File: src/rtl/seq_pkg.sv
// Encodings shared by the serial feeder and the 101 detector stage.
package seq_pkg;

    typedef enum logic [0:0] {
        ST_IDLE  = 1'b0,
        ST_SHIFT = 1'b1
    } seq_state_t;

    // Line level the detector sees whenever no word is being shifted
    localparam logic IDLE_DEFAULT = 1'b0;

endpackage

File: src/rtl/seq_hold_slot.sv
// One-entry holding buffer in front of the shifter; ready depends on registered state only.
module seq_hold_slot
    import seq_pkg::*;
#(
    parameter int WIDTH = 8
) (
    input  logic             clk,
    input  logic             rst,
    input  logic [WIDTH-1:0] din,
    input  logic             din_valid,
    output logic             din_ready,
    input  logic             pop,
    output logic [WIDTH-1:0] data,
    output logic             full
);

    logic             r_full;
    logic [WIDTH-1:0] r_data;

    // pop only happens while full and accept only while empty, so they never collide
    always_ff @(posedge clk) begin
        if (rst) begin
            r_full <= 1'b0;
            r_data <= '0;
        end else if (pop) begin
            r_full <= 1'b0;
        end else if (din_valid && !r_full) begin
            r_full <= 1'b1;
            r_data <= din;
        end
    end

    assign din_ready = !r_full;
    assign data      = r_data;
    assign full      = r_full;

endmodule

File: src/rtl/seq_piso_feeder.sv
// Double-buffered parallel-to-serial feeder driving the 101 detector input, one bit per clk.
module seq_piso_feeder
    import seq_pkg::*;
#(
    parameter int   WIDTH     = 8,
    parameter bit   MSB_FIRST = 1'b1,
    parameter logic IDLE_BIT  = IDLE_DEFAULT
) (
    input  logic             clk,
    input  logic             rst,
    input  logic [WIDTH-1:0] din,
    input  logic             din_valid,
    output logic             din_ready,
    output logic             sout,
    output logic             sout_valid,
    output logic             frame_start,
    output logic             busy
);

    localparam int            CW       = (WIDTH > 1) ? $clog2(WIDTH) : 1;
    localparam logic [CW-1:0] LAST_CNT = CW'(WIDTH - 1);

    seq_state_t       r_state;
    seq_state_t       w_next_state;
    logic [CW-1:0]    r_cnt;
    logic [WIDTH-1:0] r_shift;
    logic [WIDTH-1:0] w_shifted;
    logic             w_head;
    logic             w_load;
    logic             w_last;
    logic             w_slot_full;
    logic [WIDTH-1:0] w_slot_data;

    seq_hold_slot #(.WIDTH(WIDTH)) u_slot (
        .clk       (clk),
        .rst       (rst),
        .din       (din),
        .din_valid (din_valid),
        .din_ready (din_ready),
        .pop       (w_load),
        .data      (w_slot_data),
        .full      (w_slot_full)
    );

    generate
        if (MSB_FIRST) begin : g_msb
            assign w_head    = r_shift[WIDTH-1];
            assign w_shifted = {r_shift[WIDTH-2:0], IDLE_BIT};
        end else begin : g_lsb
            assign w_head    = r_shift[0];
            assign w_shifted = {IDLE_BIT, r_shift[WIDTH-1:1]};
        end
    endgenerate

    assign w_last = (r_cnt == LAST_CNT);

    always_comb begin
        w_next_state = r_state;
        w_load       = 1'b0;
        case (r_state)
            ST_IDLE: begin
                if (w_slot_full) begin
                    w_load       = 1'b1;
                    w_next_state = ST_SHIFT;
                end
            end
            ST_SHIFT: begin
                // Reloading on the last bit keeps back-to-back words gapless
                if (w_last) begin
                    if (w_slot_full) begin
                        w_load = 1'b1;
                    end else begin
                        w_next_state = ST_IDLE;
                    end
                end
            end
            default: w_next_state = ST_IDLE;
        endcase
    end

    always_ff @(posedge clk) begin
        if (rst) begin
            r_state <= ST_IDLE;
            r_cnt   <= '0;
            r_shift <= {WIDTH{IDLE_BIT}};
        end else begin
            r_state <= w_next_state;
            if (w_load) begin
                r_shift <= w_slot_data;
                r_cnt   <= '0;
            end else if (r_state == ST_SHIFT) begin
                r_shift <= w_shifted;
                r_cnt   <= w_last ? '0 : r_cnt + CW'(1);
            end
        end
    end

    assign sout        = (r_state == ST_SHIFT) ? w_head : IDLE_BIT;
    assign sout_valid  = (r_state == ST_SHIFT);
    assign frame_start = (r_state == ST_SHIFT) && (r_cnt == '0);
    assign busy        = w_slot_full || (r_state == ST_SHIFT);

endmodule

File: config.mk
export PLATFORM = sky130hd
export DESIGN_NAME = seq_piso_feeder
export DESIGN_NICKNAME = d
export VERILOG_FILES = /design/src/rtl/seq_pkg.sv /design/src/rtl/seq_hold_slot.sv /design/src/rtl/seq_piso_feeder.sv
export SDC_FILE = /design/constraint.sdc
export NUM_CORES = 1
export LEC_CHECK = 0
export BUFFER_PORTS_ARGS = -buffer_cell sky130_fd_sc_hd__buf_2
export CELL_PAD_IN_SITES_DETAIL_PLACEMENT = 0
export CELL_PAD_IN_SITES_GLOBAL_PLACEMENT = 1
export CORE_MARGIN = 2
export CORE_UTILIZATION = 44
export CTS_CLUSTER_SIZE = 8
export DETAILED_ROUTE_END_ITERATION = 6
export PLACE_DENSITY_LB_ADDON = 0.12
export SETUP_SLACK_MARGIN = 0.2
export SLEW_MARGIN = 30
export SYNTH_ARGS = -nofsm -noshare
export SYNTH_HDL_FRONTEND = slang
export SYNTH_HIERARCHICAL = 1
export SYNTH_SLANG_ARGS = --single-unit
File: constraint.sdc
create_clock -name clk -period 4.9 [get_ports clk]
set_input_delay 1.47 -clock clk [delete_from_list [all_inputs] [get_ports clk]]
set_output_delay 1.47 -clock clk [all_outputs]
set_load 0.02 [all_outputs]
-- Word level (Yosys, flattened, before mapping)
Index checks and enable logic that the tools add are counted.
- muxes and demuxes: 9
- reduce and logical (&&, ||, !) cells: 8
- equality and inequality tests: 1
- bitwise gates (word level): 2
- add/sub/neg operators: 1
- operators with widths (cell ; count):
    2-to-1 mux 8 bit ; 2
    2-to-1 mux 1 bit ; 4
    case mux 1 bit (2 select lines) ; 2
    adder 3 x 1 -> 3 bit (second input constant) ; 1
    == test 3 bit (second input constant) ; 1
    logical NOT 3 bit ; 1
    2-to-1 mux 3 bit ; 1
    logical AND 1 bit ; 2
    NOT 1 bit ; 2
    AND reduction 2 bit ; 1
    nonzero test 2 bit ; 1
    OR reduction 2 bit ; 1
    logical NOT 1 bit ; 1
    logical OR 1 bit ; 1
- output and inout bits: 5
- logic and storage cells: 26
- register bits after elaboration: 21
- input bits: 11

-- Longest topological paths before layout
- depth after elaboration: 5
- mapped depth: 8
- gate-level depth less buffers: 6

-- Modules after synthesis
Netlist, hierarchy kept.
- modules (own cells, without submodules) (module ; area each (µm²) ; cells an instance ; times used ; seq. area each (µm²)):
    seq_piso_feeder ; 626.9 ; 71 ; 1 ; 240.2
    seq_hold_slot ; 401.6 ; 39 ; 1 ; 180.2

-- Worst setup path after synthesis
Ideal clock, no wire load.
- path kind: reg2out
- from: register r_state, in the netlist sout_valid
- to: output port frame_start
- data arrival time: 893 ps
- path buffers: 1
- cell stages (with the launch flop): 3
- data required time: 3430 ps
- path slack: 2537 ps
- path through: dfxtp_1 > buf_4 > and3b_1
- longest elaborated chain between the ends: 1
- ends and longest elaborated chain (item ; line ; RTL):
    start: declaration ; seq_piso_feeder.sv:23 ; seq_state_t r_state;
    start signal: assignment ; seq_piso_feeder.sv:87 ; r_state <= w_next_state;
    logical AND 1 bit ; seq_piso_feeder.sv:100 ; assign frame_start = (r_state == ST_SHIFT) && (r_cnt == '0);
    end: declaration ; seq_piso_feeder.sv:16 ; output logic frame_start,
Every way passes these cells.

-- Worst setup path in the final report
- from: register u_slot.r_full, in the netlist u_slot/full
- to: output port busy
- longest elaborated chain between the ends: 1
- ends and longest elaborated chain (item ; line ; RTL):
    start: declaration ; seq_hold_slot.sv:17 ; logic r_full;
    start signal: assignment ; seq_hold_slot.sv:23 ; r_full <= 1'b0;
    start signal: assignment ; seq_hold_slot.sv:26 ; r_full <= 1'b0;
    start signal: assignment ; seq_hold_slot.sv:28 ; r_full <= 1'b1;
    logical OR 1 bit ; seq_piso_feeder.sv:101 ; assign busy = w_slot_full || (r_state == ST_SHIFT);
    end: declaration ; seq_piso_feeder.sv:17 ; output logic busy
Every way passes these cells.

==> metrics.md <==
| Metric | Value |
|---|---|
| Cell chosen for the clock root | `sky130_fd_sc_hd__clkbuf_4` |
| Total routed wirelength | `1770 µm` |
| Number of synthesized flops with an enable pin | `0` |
| Overall die area | `about 2700 µm²` |
| Worst path slowest cell | `sky130_fd_sc_hd__dfxtp_1` |
| Final critical path time including I/O delays and setup | `3.07 ns` |
| Share of the yosys chip area belonging to registers | `slightly above 40%` |
| Net Count, Synth | `approximately 120` |
| RSZ-0062 raised after global routing | `no` |
| Top-Level Pins | `16` |
| Library cell occupying the most area in the post-synthesis netlist | `sky130_fd_sc_hd__dfxtp_1` |
| Upper clock frequency limit | `326 MHz` |
| Maximum root-to-sink buffer count | `2` |
| Category of the worst setup path launch point | `flip-flop` |
| Global router's overall resource usage | `16.2%` |
| Share of the clock period used by the worst path after layout | `~63%` |
| Number of sinks handled by clock tree synthesis | `21` |
| CP Max Fanout | `23` |
| Asr flop ratio synth | `0%` |
| Critical hold path startpoint | `u_slot/data[3]` |
| Destination of the worst hold path | `u_slot/data[3]` |
| Final TNS setup | `0 ns` |
| Total overflow reported by the global router | `0` |
| Final setup violating endpoints | `0` |
| CTS hold repair buffers | `0` |
| Tightest Hold Check Type | `flip-flop to flip-flop` |
| Number of routed nets with antenna violations | `0` |
| Gate count after technology mapping | `110` |
| Cell depth of the worst min-delay path | `2` |
| Leak Pwr | `around 0.45 nW` |
| Count of inserted antenna diode cells | `0` |
| Sequence of cells on the critical path | `nor2_4 -> inv_2 -> buf_2` |
| Clk Latency, worst-skew pair | `0.30 ns` |
| Largest net degree at the start of global routing | `30` |
| Count of buffers from port buffering | `15` |
| Endpoint class of the critical path | `output pin` |
| Post-CTS Resized | `0` |
| Result of the run | `finished, final reports clean` |
| Required time of the worst setup path | `3.43 ns` |
| Global-route wire length before repair | `roughly 3200 µm` |
| Total of flip-flops plus latches after synthesis | `21` |
| Prevailing post-synth register cell | `sky130_fd_sc_hd__dfxtp_1` |
| First-pass iteration count of the detailed router | `4` |
| Iteration-0 DRC count of the detailed router | `9` |
| DP HPWL | `1190 µm` |
| Number of nets in the layout | `136` |
| Total standard cell area after synthesis | `1030 µm²` |
| Wire per inst | `approximately 12 µm` |
| Max-slew violation count | `0` |
| Critical register-to-register path endpoint | `u_slot/data[6]` |
| Post-route worst setup slack | `1.83 ns` |
| Data arrival time of the worst path | `1.60 ns` |
| Initial Util | `46.5%` |
| Number of CTS-inserted buffers | `3` |
| Launching point of the worst reg2reg path | `r_cnt[0]` |
| Delay of the slowest cell on the worst path | `0.81 ns` |
| Synthesis-to-layout area growth | `7.42%` |
| Die extent in y | `about 52 µm` |
| Headroom to the max-slew limit | `44.5%` |
| Depth of the most critical reg-to-reg path | `6` |
| Clock-pin slew reported for the worst setup and hold paths after clock tree synthesis | `0.12 ns` |
| Slew of the pin with the lowest slew margin | `about 0.83 ns` |
| Number of global-route vias before repair | `717` |
| Reg2reg setup slack | `2.56 ns` |
| Number of vias per cell | `5.15` |
| Layout cell share with drive strength beyond 1 | `18.2%` |
| Top cell type's share of synthesized area | `40.9%` |
| Yosys synthesis warning count | `6` |
| Top area cells in the synthesized netlist | `sky130_fd_sc_hd__dfxtp_1, sky130_fd_sc_hd__nand2b_1, sky130_fd_sc_hd__mux2i_1` |
| Via count of the routed design | `767` |
| Setup Slack @ Placement | `around 2.2 ns` |
| Number of antenna violations at the first check in global routing | `0` |
| Highest ir drop seen on vdd | `around 0.00018 V` |
| Number of failing hold endpoints at the final stage | `0` |
| Max-cap violations | `0` |
| Maximum clock skew at final layout | `0.00207 ns` |
| Die Span X | `52.3 µm` |
| TritonCTS clock tree | `built` |
| Power per cell area | `315 nW/µm²` |
| Post-CTS Repair Setup Buffers | `0` |
| Number of DRC violations after detailed routing | `0` |
| Library cells used by synthesis | `22` |
| Count of H-tree levels built during CTS | `1` |
| Post-synthesis area per instance | `a little over 9 µm²` |
| RePlAce Congestion | `slightly above 0.7` |
| Standard-cell row count | `17` |
| Worst setup path category | `flip-flop to output pin` |
| Core footprint | `2210 µm²` |
-- cells by family after synthesis --
| kind of cell | Yosys count | share of synthesized area, % |
|---|---|---|
| AND/OR/NAND/NOR | 55 | 32.4 |
| AO/OA/AOI/OAI | 10 | 6.93 |
| flip-flops | 21 | 40.9 |
| adder cells (fa/ha/maj) | 3 | 3.65 |
| buffers and inverters | 12 | 7.42 |
| multiplexers | 9 | 8.76 |
-- cell usage in the layout (no fill, tap or decap) --
master,count
sky130_fd_sc_hd__nor3b_1,9
sky130_fd_sc_hd__nor2_4,1
sky130_fd_sc_hd__clkinv_2,1
sky130_fd_sc_hd__inv_2,1
sky130_fd_sc_hd__ha_1,3
sky130_fd_sc_hd__nor3_1,2
sky130_fd_sc_hd__a211oi_1,7
sky130_fd_sc_hd__nor2_1,14
sky130_fd_sc_hd__nand2b_1,17
sky130_fd_sc_hd__nor4_1,7
sky130_fd_sc_hd__nor3b_2,1
sky130_fd_sc_hd__clkbuf_4,3
sky130_fd_sc_hd__a21oi_1,2
sky130_fd_sc_hd__mux2i_1,9
sky130_fd_sc_hd__and2b_1,1
sky130_fd_sc_hd__a32oi_1,1
sky130_fd_sc_hd__inv_1,3
sky130_fd_sc_hd__and3b_1,1
sky130_fd_sc_hd__dfxtp_1,21
sky130_fd_sc_hd__buf_2,15
sky130_fd_sc_hd__and2_1,2
-- stage by stage --
stage | hold WS (ns) | area [µm²] | util (%) | power, mW | instances
floorplan | 0.448 | 1030 | - | 0.257 | 110
global placement | 0.463 | 1080 | 48.7 | 0.268 | 145
detailed placement | 0.466 | 1080 | 48.7 | 0.269 | 145
CTS | 0.486 | 1100 | 49.9 | 0.354 | 149
global route | 0.509 | 1100 | 49.9 | 0.372 | 149
finish | 0.484 | 1100 | 49.9 | 0.348 | 149
-- state kept, by name, summed over array words and instances, names as in the netlist --
name,cells
r_shift,8
u_slot/data,8
r_cnt,3
sout_valid,1
u_slot/full,1
-- power breakdown --
group / internal, mW / switching [mW] / leakage [nW]
Clock: 0.0305 / 0.0528 / 0.0177
Sequential: 0.185 / 0.0139 / 0.172
Combinational: 0.0298 / 0.0354 / 0.256
-- worst max-delay path, delay by kind of cell (launching register included) --
| kind | cells | cell delay [ns] |
|---|---|---|
| buffers and inverters | 2 | 0.34 |
| AND/OR/NAND/NOR | 1 | 0.13 |
| flip-flops | 1 | 0.81 |
-- how the worst max path moves through the flow --
stage / from / endpoint / slack [ns] / cells past startpoint
finish: u_slot/full / busy / 1.83 / 3
global route: u_slot/full / busy / 1.68 / 3
CTS: u_slot/full / busy / 1.80 / 3
detailed placement: u_slot/full / busy / 2.16 / 3
global placement: u_slot/full / busy / 2.19 / 3
floorplan: sout_valid / frame_start / 2.54 / 2
-- metal layers --
metal | share of wire, % | GRT usage (%)
met4 | 2.7 | 10.3
met1 | 49 | 19.3
met3 | 2.8 | 3.43
met5 | 0 | 0
met2 | 45 | 26.3
-- cells in the mapped netlist, types with 2 or more instances --
cell                       count
sky130_fd_sc_hd__mux2i_1       9
sky130_fd_sc_hd__a21oi_1       2
sky130_fd_sc_hd__nor2_1       14
sky130_fd_sc_hd__nor3_1        2
sky130_fd_sc_hd__dfxtp_1      21
sky130_fd_sc_hd__buf_6         2
sky130_fd_sc_hd__buf_4         4
sky130_fd_sc_hd__inv_1         3
sky130_fd_sc_hd__and2_1        2
sky130_fd_sc_hd__ha_1          3
sky130_fd_sc_hd__nand2b_1     17
sky130_fd_sc_hd__nor3b_1       9
sky130_fd_sc_hd__a211oi_1      7
sky130_fd_sc_hd__nor4_1        7
-- area by class of cell --
cell class	instances	area, µm²
Sequential cell	21	420
Clock inverter	1	5.00
Timing Repair Buffer	15	75.1
Fill cell	232	1110
Tap cell	28	35.0
Multi-Input combinational cell	77	532
Clock buffer	3	22.5
Inverter	4	15.0
(Power assumes the default switching activity.)
